==> config.mk <==
export PLATFORM = sky130hd
export DESIGN_NAME = ctr_decrypt_stream
export DESIGN_NICKNAME = d
export VERILOG_FILES = /design/src/rtl/ctr_decrypt_stream.sv
export SDC_FILE = /design/constraint.sdc
export NUM_CORES = 2
export LEC_CHECK = 0
export BUFFER_PORTS_ARGS = -buffer_cell sky130_fd_sc_hd__clkbuf_2
export CAP_MARGIN = 30
export CELL_PAD_IN_SITES_DETAIL_PLACEMENT = 0
export CELL_PAD_IN_SITES_GLOBAL_PLACEMENT = 2
export CORE_AREA = 2 2 457 459
export DETAILED_ROUTE_END_ITERATION = 16
export DIE_AREA = 0 0 459 461
export GPL_ROUTABILITY_DRIVEN = 0
export GPL_TIMING_DRIVEN = 0
export PLACE_DENSITY = 0.59
export SETUP_SLACK_MARGIN = 0.3
export SLEW_MARGIN = 10
export SYNTH_ARGS = -nofsm -noshare
export SYNTH_HDL_FRONTEND = slang
export SYNTH_SLANG_ARGS = --single-unit
==> constraint.sdc <==
create_clock -name clk -period 2.7 [get_ports clk]
set_input_delay 0.27 -clock clk [delete_from_list [all_inputs] [get_ports clk]]
set_output_delay 0.27 -clock clk [all_outputs]
set_load 0.005 [all_outputs]
==> src/rtl/ctr_decrypt_stream.sv <==
// CTR-mode decryptor for one message at a time: requests a keystream block per counter value
// from an external AES core, XORs it with each ciphertext block, and streams plaintext out.
module ctr_decrypt_stream #(
  parameter int MAX_BLOCKS = 8
) (
  input  logic         clk,
  input  logic         rst,
  input  logic         start,
  input  logic [255:0] key,
  input  logic [127:0] iv,
  input  logic         ct_valid,
  output logic         ct_ready,
  input  logic [127:0] ct_data,
  input  logic         ct_last,
  output logic         pt_valid,
  input  logic         pt_ready,
  output logic [127:0] pt_data,
  output logic         pt_last,
  output logic         aes_req,
  output logic [255:0] aes_key,
  output logic [127:0] aes_in,
  input  logic         aes_done,
  input  logic [127:0] aes_out,
  output logic         busy,
  output logic         err
);

  localparam int CW = $clog2(MAX_BLOCKS) + 1;
  localparam logic [CW-1:0] LIMIT = CW'(MAX_BLOCKS);

  typedef enum logic [2:0] {IDLE, KREQ, KWAIT, CTWAIT, OUT} state_t;

  state_t        state;
  logic [127:0]  ctr;
  logic [127:0]  ks;
  logic [CW-1:0] blk_cnt;
  logic [CW-1:0] blk_cnt_inc;
  logic          overflow;

  assign blk_cnt_inc = blk_cnt + CW'(1);
  // A block that fills the message budget without being marked last ends the message itself.
  assign overflow    = (blk_cnt_inc == LIMIT) && !ct_last;

  always_ff @(posedge clk) begin
    if (rst) begin
      state    <= IDLE;
      ct_ready <= 1'b0;
      pt_valid <= 1'b0;
      pt_last  <= 1'b0;
      pt_data  <= '0;
      aes_req  <= 1'b0;
      aes_key  <= '0;
      aes_in   <= '0;
      busy     <= 1'b0;
      err      <= 1'b0;
      ctr      <= '0;
      ks       <= '0;
      blk_cnt  <= '0;
    end else begin
      case (state)
        IDLE: begin
          if (start) begin
            aes_key <= key;
            ctr     <= iv;
            aes_in  <= iv;
            blk_cnt <= '0;
            err     <= 1'b0;
            aes_req <= 1'b1;
            busy    <= 1'b1;
            state   <= KREQ;
          end
        end
        KREQ: begin
          aes_req <= 1'b0;
          state   <= KWAIT;
        end
        KWAIT: begin
          if (aes_done) begin
            ks       <= aes_out;
            ctr      <= ctr + 128'd1;
            ct_ready <= 1'b1;
            state    <= CTWAIT;
          end
        end
        CTWAIT: begin
          if (ct_valid) begin
            pt_data  <= ct_data ^ ks;
            pt_last  <= ct_last | overflow;
            blk_cnt  <= blk_cnt_inc;
            ct_ready <= 1'b0;
            pt_valid <= 1'b1;
            state    <= OUT;
            if (overflow) begin
              err <= 1'b1;
            end
          end
        end
        OUT: begin
          if (pt_ready) begin
            pt_valid <= 1'b0;
            if (pt_last) begin
              busy  <= 1'b0;
              state <= IDLE;
            end else begin
              aes_req <= 1'b1;
              aes_in  <= ctr;
              state   <= KREQ;
            end
          end
        end
        default: begin
          state <= IDLE;
        end
      endcase
    end
  end

endmodule

# ---- Yosys cells after proc, flatten, opt, wreduce, memory -nomap -nowiden
# Cells that the tools add are included.
dict set report op_classes {
  eq_ne 12
  n_mux 32
  n_bitwise 2
  reduce_logical 21
  n_addsub 2
}
# operator count
set op_table {}
lappend op_table {{$mux W128} 4}
lappend op_table {{$pmux W128 S2} 2}
lappend op_table {{$add A128 B1 Y128 const B} 1}
lappend op_table {{$xor A128 B128 Y128} 1}
lappend op_table {{$reduce_and A4 Y1} 5}
lappend op_table {{$pmux W3 S5} 1}
lappend op_table {{$ne A2 B2 Y1 const B} 7}
lappend op_table {{$mux W1} 13}
lappend op_table {{$mux W3} 4}
lappend op_table {{$reduce_and A3 Y1} 4}
lappend op_table {{$reduce_bool A2 Y1} 5}
lappend op_table {{$mux W4} 2}
lappend op_table {{$pmux W1 S2} 4}
lappend op_table {{$pmux W4 S2} 1}
lappend op_table {{$eq A3 B2 Y1 const B} 2}
lappend op_table {{$reduce_and A2 Y1} 3}
lappend op_table {{$add A4 B1 Y4 const B} 1}
lappend op_table {{$eq A4 B4 Y1 const B} 1}
lappend op_table {{$eq A3 B1 Y1 const B} 1}
lappend op_table {{$eq A3 B3 Y1 const B} 1}
lappend op_table {{$logic_not A3 Y1} 1}
lappend op_table {{$pmux W1 S3} 1}
lappend op_table {{$reduce_bool A3 Y1} 1}
lappend op_table {{$logic_and A1 B1 Y1} 1}
lappend op_table {{other kinds (2)} 2}
dict set report word_totals {
  output_inout_bits 518
  inputBits 647
  register_bits 781
  elab_cells 82
}

# ---- Depth between registers and ports, before layout
dict set report logic_depth {
  depth_word 6
  depth_mapped 9
  ltp_nobuf 7
}

# ---- Worst setup path after synthesis
# OpenSTA, ideal clock, no wires.
dict set report synth_timing {
  kind {reg2reg}
  from {reg ctr[0]}
  to {reg ctr[98]}
  arrival_time_ps 2601
  n_path_buf 0
  slack_ps -37
  setup_ps 136
  required_ps 2564
  synth_period_minus_slack_ps 2737
  stages_incl_launch_ff 8
  path_cell_list {dfxtp_1 > ha_1 > nand4_1 > or4_1 > or4_1 > or2_1 > o311ai_0 > a31oi_1}
}
dict set report synth_between {
  elab_chain_cells 3
}
# item line
set synth_rtl {}
lappend synth_rtl {{start, declared} 34} ;# logic [127:0] ctr;
lappend synth_rtl {{start signal, assigned} 64} ;# ctr <= iv;
lappend synth_rtl {{start signal, assigned} 80} ;# ctr <= ctr + 128'd1;
lappend synth_rtl {{$add A128 B1 Y128} 80}
lappend synth_rtl {{$mux W128} 78} ;# if (aes_done) begin
lappend synth_rtl {{$pmux W128 S2} 60} ;# case (state)
# Every way passes these cells. The select of a mux whose other input is x is not followed.
# A chain may end at the register's enable or synchronous reset.

# ---- Worst setup path after layout
dict set report layout_timing {
  from {reg ctr[13]}
  to {reg ctr[115]}
}
# The elaborated chain is that of the path after synthesis.

==> reports/metrics.cfg <==
[clocking]
cts_sinks = 781
cts_root_buf = clkbuf_16
clk_pin_slew_ns = 0.06
cts_tree = built
clock_latency_ns = 0.79
cts_buffers = 103
cts_buffer_depth = 3
htreeDepth = 3

[floorplan]
die_w_um = 459
rows = 167
die_y_um = 461
dieArea_um2 = 212000
initial_core_util_pct = 16.5
coreArea_um2 = 206000
ios = 1165

[sta]
period_share_pct = 101
finalSetupViolCount = 3
slew_headroom_pct = 25.5
rsz0062_at_grt = yes
skew_ns = 0.0643
hold_viol = 0
fin_ws_ns = -0.0355
tightest_slew_ns = 1.12
drv_slew = 0
final.min_clock_period_ns = 2.74
fmax_ghz = 0.366

[pwr]
vdd_ir_drop_max_uv = 629
power_w = 0.0353
leakagePower_nw = 23.6
power_density_nw_per_um2 = 607

[placed_design]
hpwl_mm = 203
place_ws_ns = -1.88
postPlaceCellArea_um2 = 44100
port_buffers = 1163

[setup_path]
ff2ff_path_depth = 8
crit_fanout = 6
start_kind = flip-flop
crit_arrival_ns = 3.44
endpoint_kind = flip-flop
cp.required_ns = 3.41
crit_type = flip-flop to flip-flop

[synthesis]
postSynthAreaPerCell_um2 = 7.69
synth_edf_count = 0
ys_warn_count = 0
synth_most_common_cell = nand2_1
synth_area_um2 = 34000
synth_top_flop_cell = dfxtp_1
synth_nets = 5076
synthTopCellsByCount = 1186 x nand2_1, 781 x dfxtp_1, 492 x a21oi_1, 375 x nor2_1, 359 x clkbuf_1
ys_ff_latch = 781
synthTopCellsByArea = dfxtp_1 46%, nand2_1 13%, a21oi_1 7.2%
async_flop_share_pct = 0
synth_top_cell_area_share_pct = 45.9
yosysTopAreaCell = dfxtp_1
syn_inst = 4426
synth.distinct_cells = 76
ys_seq_area_share_pct = 45.9

[worst_hold_path]
min_path_cells = 4
min_path_type = input pin to flip-flop

[layout]
fin_util_pct = 28.2
fin_area_um2 = 58200
multi_input_area_um2 = 18400
nets = 7248
syn2layout_area_growth_pct = 71.0
fillers = 22800
drive_gt1_share_pct = 31.5
seqCellArea_um2 = 15800

[drt]
ant_nets = 0
via_per_inst = 4.58
routedWlPerCell_um = 26.9
first_iter_violations = 3304
totalWireLength_mm = 253
dr.pass1.iters = 8
route.detailed.drc = 0
num_vias = 43100

[flow_run]
maxCapViolCount = 0

[global_route]
grt_max_degree = 17
grt_pass1_vias = 42200
grt_pass1_wl_mm = 341
grtUsageTotal_pct = 22.8
overflow = 0
antenna_found_initial = 87

[outcome]
failed_checks = negative setup slack
status = finished, violations left

-- cells in the final DEF (no fill, tap or decap), drive strengths merged, types with 14 or more instances in the layout --
cell	n
or3	24
nand2	1186
buf	313
nand4	91
dfxtp	781
a22oi	14
inv	19
dlygate4sd3	644
a21oi	492
nor3	70
or4	30
clkinv	18
nor4	56
nor2	375
a211oi	148
diode	31
o22ai	16
nand3	97
o21ai	72
clkbuf	1644
a311oi	134
and3	65
and4	18
xnor2	128
a31oi	56
and2	20
-- registers in the layout (all words and copies together) (netlist names) --
| signal | flops |
|---|---|
| blk_cnt | 4 |
| state | 3 |
| pt_valid | 1 |
| err | 1 |
| pt_last | 1 |
| busy | 1 |
| pt_data | 128 |
| aes_req | 1 |
| ct_ready | 1 |
| aes_key | 256 |
| ctr | 128 |
| ks | 128 |
| aes_in | 128 |
-- critical path, stage by stage, from the launching register on --
cell	delay (ns)
dfxtp_2	0.32
buf_6	0.12
nand4_4	0.15
nor4_4	0.36
or4b_4	0.56
or4_4	0.51
buf_6	0.16
or4_1	0.39
o221ai_1	0.08
-- stage by stage --
step	setup TNS, ns	instances	hold slack, ns
global route	-0.234	9392	0.0882
floorplan	0	4426	0.406
global placement	-1282.50	8293	0.442
finish	-0.0892	9414	0.0942
detailed placement	-594.98	8351	0.446
CTS	-0.159	9312	0.00793
-- report_power, final --
group | leakage [nW] | switching [W] | total (W) | internal [W]
logic | 15.5 | 0.00478 | 0.00784 | 0.00306
clock network | 1.68 | 0.00606 | 0.0142 | 0.00817
registers | 6.42 | 0.000803 | 0.0133 | 0.0125
total | 23.6 | 0.0116 | 0.0353 | 0.0237
-- per-layer routing --
metal,share of wire [%],GRT usage (%),vias up
met3,7.5,4.95,491
met2,46,37.8,1967
li1,-,-,19900
met5,0.10,0,-
met1,42,28.6,20700
met4,4.5,9.19,38
-- final timing paths --
path | slack [ns] | startpoint | endpoint
max | -0.04 | ctr[13]$_SDFFE_PP0P_ | ctr[115]$_SDFFE_PP0P_
min | 0.09 | start | blk_cnt[1]$_SDFFE_PP0P_
max reg2reg | -0.04 | ctr[13]$_SDFFE_PP0P_ | ctr[115]$_SDFFE_PP0P_
min reg2reg | 0.45 | aes_key[214]$_SDFFE_PP0P_ | aes_key[214]$_SDFFE_PP0P_
-- cell families after synthesis --
family / count (synthesis) / synth area share (%)
compound gates: 1024 / 18.9
buf+inv: 392 / 4.34
flops: 781 / 45.9
mux: 16 / 0.485
fa+ha+maj: 3 / 0.110
xor+xnor: 128 / 3.29
simple gates: 2082 / 27.0
-- timing repair --
action                                  in CTS  in global routing
hold endpoints to repair                   768                  0
endpoints found under the setup margin     776                571
gates resized for setup                    500                366
pin swaps                                   77                 97
hold buffers                               644                  0
buffers inserted                           133                 70
-- area by class of cell --
cell class | instances | area share [%]
Sequential cell | 781 | 27.1
Clock inverter | 28 | 0.630
Timing Repair Buffer | 2069 | 25.4
Buffer | 374 | 3.76
Multi-Input combinational cell | 3253 | 31.7
Clock buffer | 158 | 5.30
Inverter | 16 | 0.103
Antenna cell | 31 | 0.133
Tap cell | 2704 | 5.81
No activity file was read; power rests on OpenSTA's default activity.
